==> src/rtl/ps2_host_ctl.sv <==
// PS/2 host-to-device command controller: transmits a command byte (and optional
// argument) with the host-to-device handshake, then collects the keyboard response.
module ps2_host_ctl #(
    parameter int INHIBIT_CYCLES = 5000,
    parameter int TIMEOUT_CYCLES = 1000000,
    parameter int MAX_RETRY      = 3
) (
    input  logic       clk,
    input  logic       reset_n,
    input  logic       cmd_valid,
    output logic       cmd_ready,
    input  logic [7:0] cmd_byte,
    input  logic       cmd_has_arg,
    input  logic [7:0] cmd_arg,
    input  logic [7:0] rx_code,
    input  logic       rx_rdy,
    input  logic       ps2_clk_in,
    input  logic       ps2_data_in,
    output logic       ps2_clk_oe,
    output logic       ps2_data_oe,
    output logic       rx_inhibit,
    output logic       busy,
    output logic       done,
    output logic       err,
    output logic [7:0] last_rsp
);
    localparam logic [2:0] S_IDLE    = 3'd0;
    localparam logic [2:0] S_INHIBIT = 3'd1;
    localparam logic [2:0] S_RTS     = 3'd2;
    localparam logic [2:0] S_SEND    = 3'd3;
    localparam logic [2:0] S_LACK    = 3'd4;
    localparam logic [2:0] S_WAITRSP = 3'd5;
    localparam logic [2:0] S_DONE    = 3'd6;
    localparam logic [2:0] S_FAIL    = 3'd7;

    localparam int CNT_MAX = (INHIBIT_CYCLES > TIMEOUT_CYCLES) ? INHIBIT_CYCLES : TIMEOUT_CYCLES;
    localparam int CW      = $clog2(CNT_MAX + 1);
    localparam int RW      = $clog2(MAX_RETRY + 2);

    localparam logic [7:0] RSP_ACK    = 8'hFA;
    localparam logic [7:0] RSP_RESEND = 8'hFE;

    logic          clk_meta_q, clk_sync_q, clk_prev_q, fall_q;
    logic          data_meta_q, data_sync_q;
    logic [2:0]    state_q, state_d;
    logic [7:0]    cur_q, cur_d;
    logic [7:0]    arg_q, arg_d;
    logic [7:0]    last_rsp_q, last_rsp_d;
    logic          has_arg_q, has_arg_d;
    logic          phase_q, phase_d;
    logic          data_oe_q, data_oe_d;
    logic [RW-1:0] retry_q, retry_d;
    logic [3:0]    bit_cnt_q, bit_cnt_d;
    logic [CW-1:0] cnt_q, cnt_d;
    logic          timeout_hit, resend, dev_wait;

    // Idle lines are high, so the synchronisers reset to 1 to avoid a spurious fall.
    // NOTE: sequential state uses <= so every flop samples the pre-edge values.
    always_ff @(posedge clk or negedge reset_n) begin
        if (!reset_n) begin
            clk_meta_q  <= 1'b1;
            clk_sync_q  <= 1'b1;
            clk_prev_q  <= 1'b1;
            fall_q      <= 1'b0;
            data_meta_q <= 1'b1;
            data_sync_q <= 1'b1;
        end else begin
            clk_meta_q  <= ps2_clk_in;
            clk_sync_q  <= clk_meta_q;
            clk_prev_q  <= clk_sync_q;
            fall_q      <= clk_prev_q & ~clk_sync_q;
            data_meta_q <= ps2_data_in;
            data_sync_q <= data_meta_q;
        end
    end

    assign timeout_hit = (cnt_q == CW'(TIMEOUT_CYCLES - 1));
    assign dev_wait    = (state_q == S_SEND) || (state_q == S_LACK) || (state_q == S_WAITRSP);

    // NOTE: every signal written here gets a default first, so no latch is inferred.
    always_comb begin
        state_d    = state_q;
        cur_d      = cur_q;
        arg_d      = arg_q;
        has_arg_d  = has_arg_q;
        phase_d    = phase_q;
        retry_d    = retry_q;
        bit_cnt_d  = bit_cnt_q;
        data_oe_d  = data_oe_q;
        last_rsp_d = last_rsp_q;
        resend     = 1'b0;

        case (state_q)
            S_IDLE: begin
                if (cmd_valid) begin
                    cur_d     = cmd_byte;
                    arg_d     = cmd_arg;
                    has_arg_d = cmd_has_arg;
                    phase_d   = 1'b0;
                    retry_d   = '0;
                    state_d   = S_INHIBIT;
                end
            end
            S_INHIBIT: begin
                if (cnt_q == CW'(INHIBIT_CYCLES - 1)) state_d = S_RTS;
            end
            S_RTS: begin
                bit_cnt_d = 4'd0;
                data_oe_d = 1'b1;
                state_d   = S_SEND;
            end
            S_SEND: begin
                if (fall_q) begin
                    bit_cnt_d = bit_cnt_q + 4'd1;
                    if (bit_cnt_q < 4'd8) begin
                        data_oe_d = ~cur_q[bit_cnt_q[2:0]];
                    end else if (bit_cnt_q == 4'd8) begin
                        // Odd parity bit is ~^cur_q; the pull-down drives its inverse.
                        data_oe_d = ^cur_q;
                    end else begin
                        data_oe_d = 1'b0;
                        state_d   = S_LACK;
                    end
                end else if (timeout_hit) begin
                    state_d = S_FAIL;
                end
            end
            S_LACK: begin
                if (fall_q) begin
                    if (!data_sync_q) state_d = S_WAITRSP;
                    else              resend  = 1'b1;
                end else if (timeout_hit) begin
                    state_d = S_FAIL;
                end
            end
            S_WAITRSP: begin
                if (rx_rdy) begin
                    last_rsp_d = rx_code;
                    if (rx_code == RSP_ACK) begin
                        if (!phase_q && has_arg_q) begin
                            phase_d = 1'b1;
                            cur_d   = arg_q;
                            retry_d = '0;
                            state_d = S_INHIBIT;
                        end else begin
                            state_d = S_DONE;
                        end
                    end else if (rx_code == RSP_RESEND) begin
                        resend = 1'b1;
                    end else begin
                        state_d = S_FAIL;
                    end
                end else if (timeout_hit) begin
                    state_d = S_FAIL;
                end
            end
            default: state_d = S_IDLE;
        endcase

        if (resend) begin
            if (retry_q < RW'(MAX_RETRY)) begin
                retry_d = retry_q + RW'(1);
                state_d = S_INHIBIT;
            end else begin
                state_d = S_FAIL;
            end
        end

        // Device clock edges only extend the deadline while waiting on the device.
        if (state_q == S_IDLE || state_d != state_q || (dev_wait && fall_q)) cnt_d = '0;
        else                                                                  cnt_d = cnt_q + CW'(1);
    end

    always_ff @(posedge clk or negedge reset_n) begin
        if (!reset_n) begin
            state_q    <= S_IDLE;
            cur_q      <= 8'h00;
            arg_q      <= 8'h00;
            has_arg_q  <= 1'b0;
            phase_q    <= 1'b0;
            retry_q    <= '0;
            bit_cnt_q  <= 4'd0;
            data_oe_q  <= 1'b0;
            last_rsp_q <= 8'h00;
            cnt_q      <= '0;
        end else begin
            state_q    <= state_d;
            cur_q      <= cur_d;
            arg_q      <= arg_d;
            has_arg_q  <= has_arg_d;
            phase_q    <= phase_d;
            retry_q    <= retry_d;
            bit_cnt_q  <= bit_cnt_d;
            data_oe_q  <= data_oe_d;
            last_rsp_q <= last_rsp_d;
            cnt_q      <= cnt_d;
        end
    end

    // Line enables decode straight from state so reset releases the bus at once.
    assign cmd_ready   = (state_q == S_IDLE);
    assign busy        = ~cmd_ready;
    assign rx_inhibit  = ~cmd_ready;
    assign done        = (state_q == S_DONE);
    assign err         = (state_q == S_FAIL);
    assign ps2_clk_oe  = (state_q == S_INHIBIT) || (state_q == S_RTS);
    assign ps2_data_oe = (state_q == S_RTS) || ((state_q == S_SEND) && data_oe_q);
    assign last_rsp    = last_rsp_q;
endmodule

==> config.mk <==
export PLATFORM = sky130hd
export DESIGN_NAME = ps2_host_ctl
export DESIGN_NICKNAME = d
export VERILOG_FILES = /design/src/rtl/ps2_host_ctl.sv
export SDC_FILE = /design/constraint.sdc
export NUM_CORES = 1
export LEC_CHECK = 0
export BUFFER_PORTS_ARGS = -buffer_cell sky130_fd_sc_hd__buf_2
export CAP_MARGIN = 20
export CORE_ASPECT_RATIO = 0.8
export CORE_UTILIZATION = 59
export CTS_BUF_LIST = sky130_fd_sc_hd__clkbuf_4 sky130_fd_sc_hd__clkbuf_8 sky130_fd_sc_hd__clkbuf_16
export DETAILED_ROUTE_END_ITERATION = 8
export MAX_ROUTING_LAYER = met4
export PLACE_DENSITY = 0.87
export SLEW_MARGIN = 20
export SYNTH_ARGS = -nofsm -noshare
export SYNTH_HDL_FRONTEND = slang
export SYNTH_SLANG_ARGS = --single-unit
==> constraint.sdc <==
create_clock -name clk -period 2.21 [get_ports clk]
set_input_delay 0 -clock clk [delete_from_list [all_inputs] [get_ports clk]]
set_output_delay 0 -clock clk [all_outputs]
set_load 0.1 [all_outputs]
==> run metrics <==
run status complete, but fails checks; violated checks negative setup slack; GRT Residual Overflow 0; Critical path origin cnt_q[1]; via/cell ratio 6.83; Mapped Area 3820 um^2; Worst Path Required 2.45 ns; antenna violations before repair 0; Tot GR Track Use 38.9%; multi-input logic area 2140 um^2; Clock transition at path regs 0.06 ns; final hold violations 0; worst skew pair latency 0.36 ns; Register Area 1590 um^2; first-pass GRT wire length 19200 um; Arr. time, crit path 2.75 ns; ys flop type dfrtp_1; Final setup viols 20; Max Cap Viol 0; leakage 2.30 nW; CTS sink cnt 63; Placer Congestion 0.995; drt total wl 14100 um; Synth area leaders dfrtp_1, o211ai_2, a21oi_2, xnor2_1, nand2_1; CTS root buffer clkbuf_8; final slew viol count 0; fin util 85.4%; worst hold slack 0.184 ns; CP cell instances ha_2 -> nand3_1 -> nor3_1 -> a41o_1 -> nor4_4 -> buf_6 -> buf_12 -> o211ai_2 -> a21oi_2; IO Count 46; FF+latch count, synth 63; placed cell count 523; CTS tree yes; vias post-DR 3940; DRT iter0 DRCs 579; # port buffers 45; Post-synth ARST share 100%; Post-synth EDFFs 0; syn nets 393; vias in the first global route 3709; top-area cell type share of the netlist area 38.0%; slowest CP cell nor3_1; post-synth top area cell dfrtp_1; FMAX 0.397 GHz; Area Overhead vs Synth 35.5%; most numerous cell in the Yosys netlist dfrtp_1; startpoint types register; CTS H-tree depth 3; worst slew pin tran 0.747 ns; antenna viol nets, final 0; Cell variety after synth 64; part of the Yosys area used for sequential elements 41.4%; Die Ht 74.0 um; hold wc startpoint rx_code[2]; First-pass DRT Iterations 9; Final Cycle Share 114%; Cell Rows 25; Die W 92.0 um; Sum Neg Setup Slack -5.39 ns; DRC viols 0; core area 6070 um^2; fin crit period 2.52 ns; power density cells 633 nW/um^2; Final Worst Setup Slack -0.306 ns; top post-synthesis cells by count dfrtp_1, nand2_1, a21oi_2, xnor2_1, o211ai_2; Nets 526; Longest Clk Path Bufs 2; skew final 0.0107 ns; DR WL/cell 24.4 um; Mapped Cells 358; syn_area_per_cell 10.7 um^2; Synth Warn # 0; Worst VDD drop 0.000502 V; Fill cells 295; Initial Util 63.0%; Num CTS Buffers 9; Rel. slew slack 49.8%; die area 6810 um^2; critical path class reg -> reg; layout cell share with drive strength beyond 1 46.2%; largest net degree at the start of global routing 35; worst r2r src cnt_q[1]; pre-CTS setup slack -0.392 ns; dpl hpwl 6690 um; Finished Layout Cells 577; crit path max fanout 11; Tightest Hold Check Type in -> reg; Worst path max stage delay 0.64 ns; diode count 0; Worst Setup End Kind register
-- worst max-delay path: cells and delay by family (launching register included) --
family / cells / cell delay (ns)
buffers and inverters: 2 / 0.31
adders and majority gates: 1 / 0.24
DFF: 1 / 0.39
AOI/OAI and AO/OA: 3 / 0.61
and+or+nand+nor: 3 / 0.83
-- routing by layer --
metal	vias to the layer above	GRT usage, %	routed length (um)
met5	-	-	0
met4	0	18.9	1120
met3	145	9.51	1790
met2	406	61.5	6160
met1	1823	47.6	5020
li1	1566	-	-
-- cells by family after synthesis --
group	count (synthesis)	share of synthesized area [%]
compound gates	94	21.6
xor+xnor	26	5.96
fa+ha+maj	4	1.31
buf+inv	35	5.76
flops	63	41.4
mux	21	6.51
simple gates	115	17.5
-- final cells by class --
cell class                 count  share of cell area (%)
clock buffer                  13                    3.09
clock inverter                 3                   0.386
inverter                      13                    1.04
multi-input combinational    260                    41.4
sequential                    63                    30.6
tap                           81                    1.96
timing repair buffer         144                    21.5
-- power by group --
part / internal, W / switching, W / total (W) / leakage (nW)
clock: 0.000473 / 0.000457 / 0.000930 / 0.0899
combinational: 0.000439 / 0.000470 / 0.000909 / 1.39
sequential: 0.00130 / 0.000137 / 0.00144 / 0.818
-- cell usage in the layout (no fill, tap or decap), types with 9 or more instances in the layout --
master,instances
mux2_2,10
xnor2_1,20
o21ai_0,14
buf_4,64
nand4_1,9
o211ai_2,18
a21oi_2,21
a21oi_1,9
dlygate4sd3_1,27
nand2_1,43
clkbuf_8,10
nand3_1,11
dfrtp_1,55
nor2_1,10
buf_2,45
inv_1,10
-- final timing paths --
path,end,slack [ns],depth (start not counted)
worst min-delay path,phase_q,0.18,3
worst max-delay path,cnt_q[9],-0.31,9
worst max register to register,cnt_q[9],-0.31,9
max in group asynchronous,clk_meta_q,1.29,3
worst min register to register,data_sync_q,0.35,0
min in group asynchronous,last_rsp[3],0.22,2
-- what timing repair did --
action,CTS,global route
resized for setup,3,21
gates cloned,0,1
pin swaps,2,11
hold endpoints to repair,55,0
setup buffers,3,8
endpoints found under the setup margin,20,20
hold buffers,27,0
-- per-stage QoR --
step,total power (W),cell area (um^2)
floorplan,0.00196,3840
global placement,0.00213,4500
detailed placement,0.00219,4500
CTS,0.00315,5010
global route,0.00338,5180
finish,0.00328,5180
-- flip-flops by register name, summed over array words and instances (netlist names) --
| signal | flops |
|---|---|
| retry_q | 3 |
| fall_q | 1 |
| data_oe_q | 1 |
| bit_cnt_q | 4 |
| cur_q | 8 |
| clk_prev_q | 1 |
| cnt_q | 20 |
| clk_meta_q | 1 |
| clk_sync_q | 1 |
| arg_q | 8 |
| last_rsp | 8 |
| data_sync_q | 1 |
| state_q | 3 |
| data_meta_q | 1 |
| phase_q | 1 |
| has_arg_q | 1 |
No activity file was read; power rests on OpenSTA's default activity.
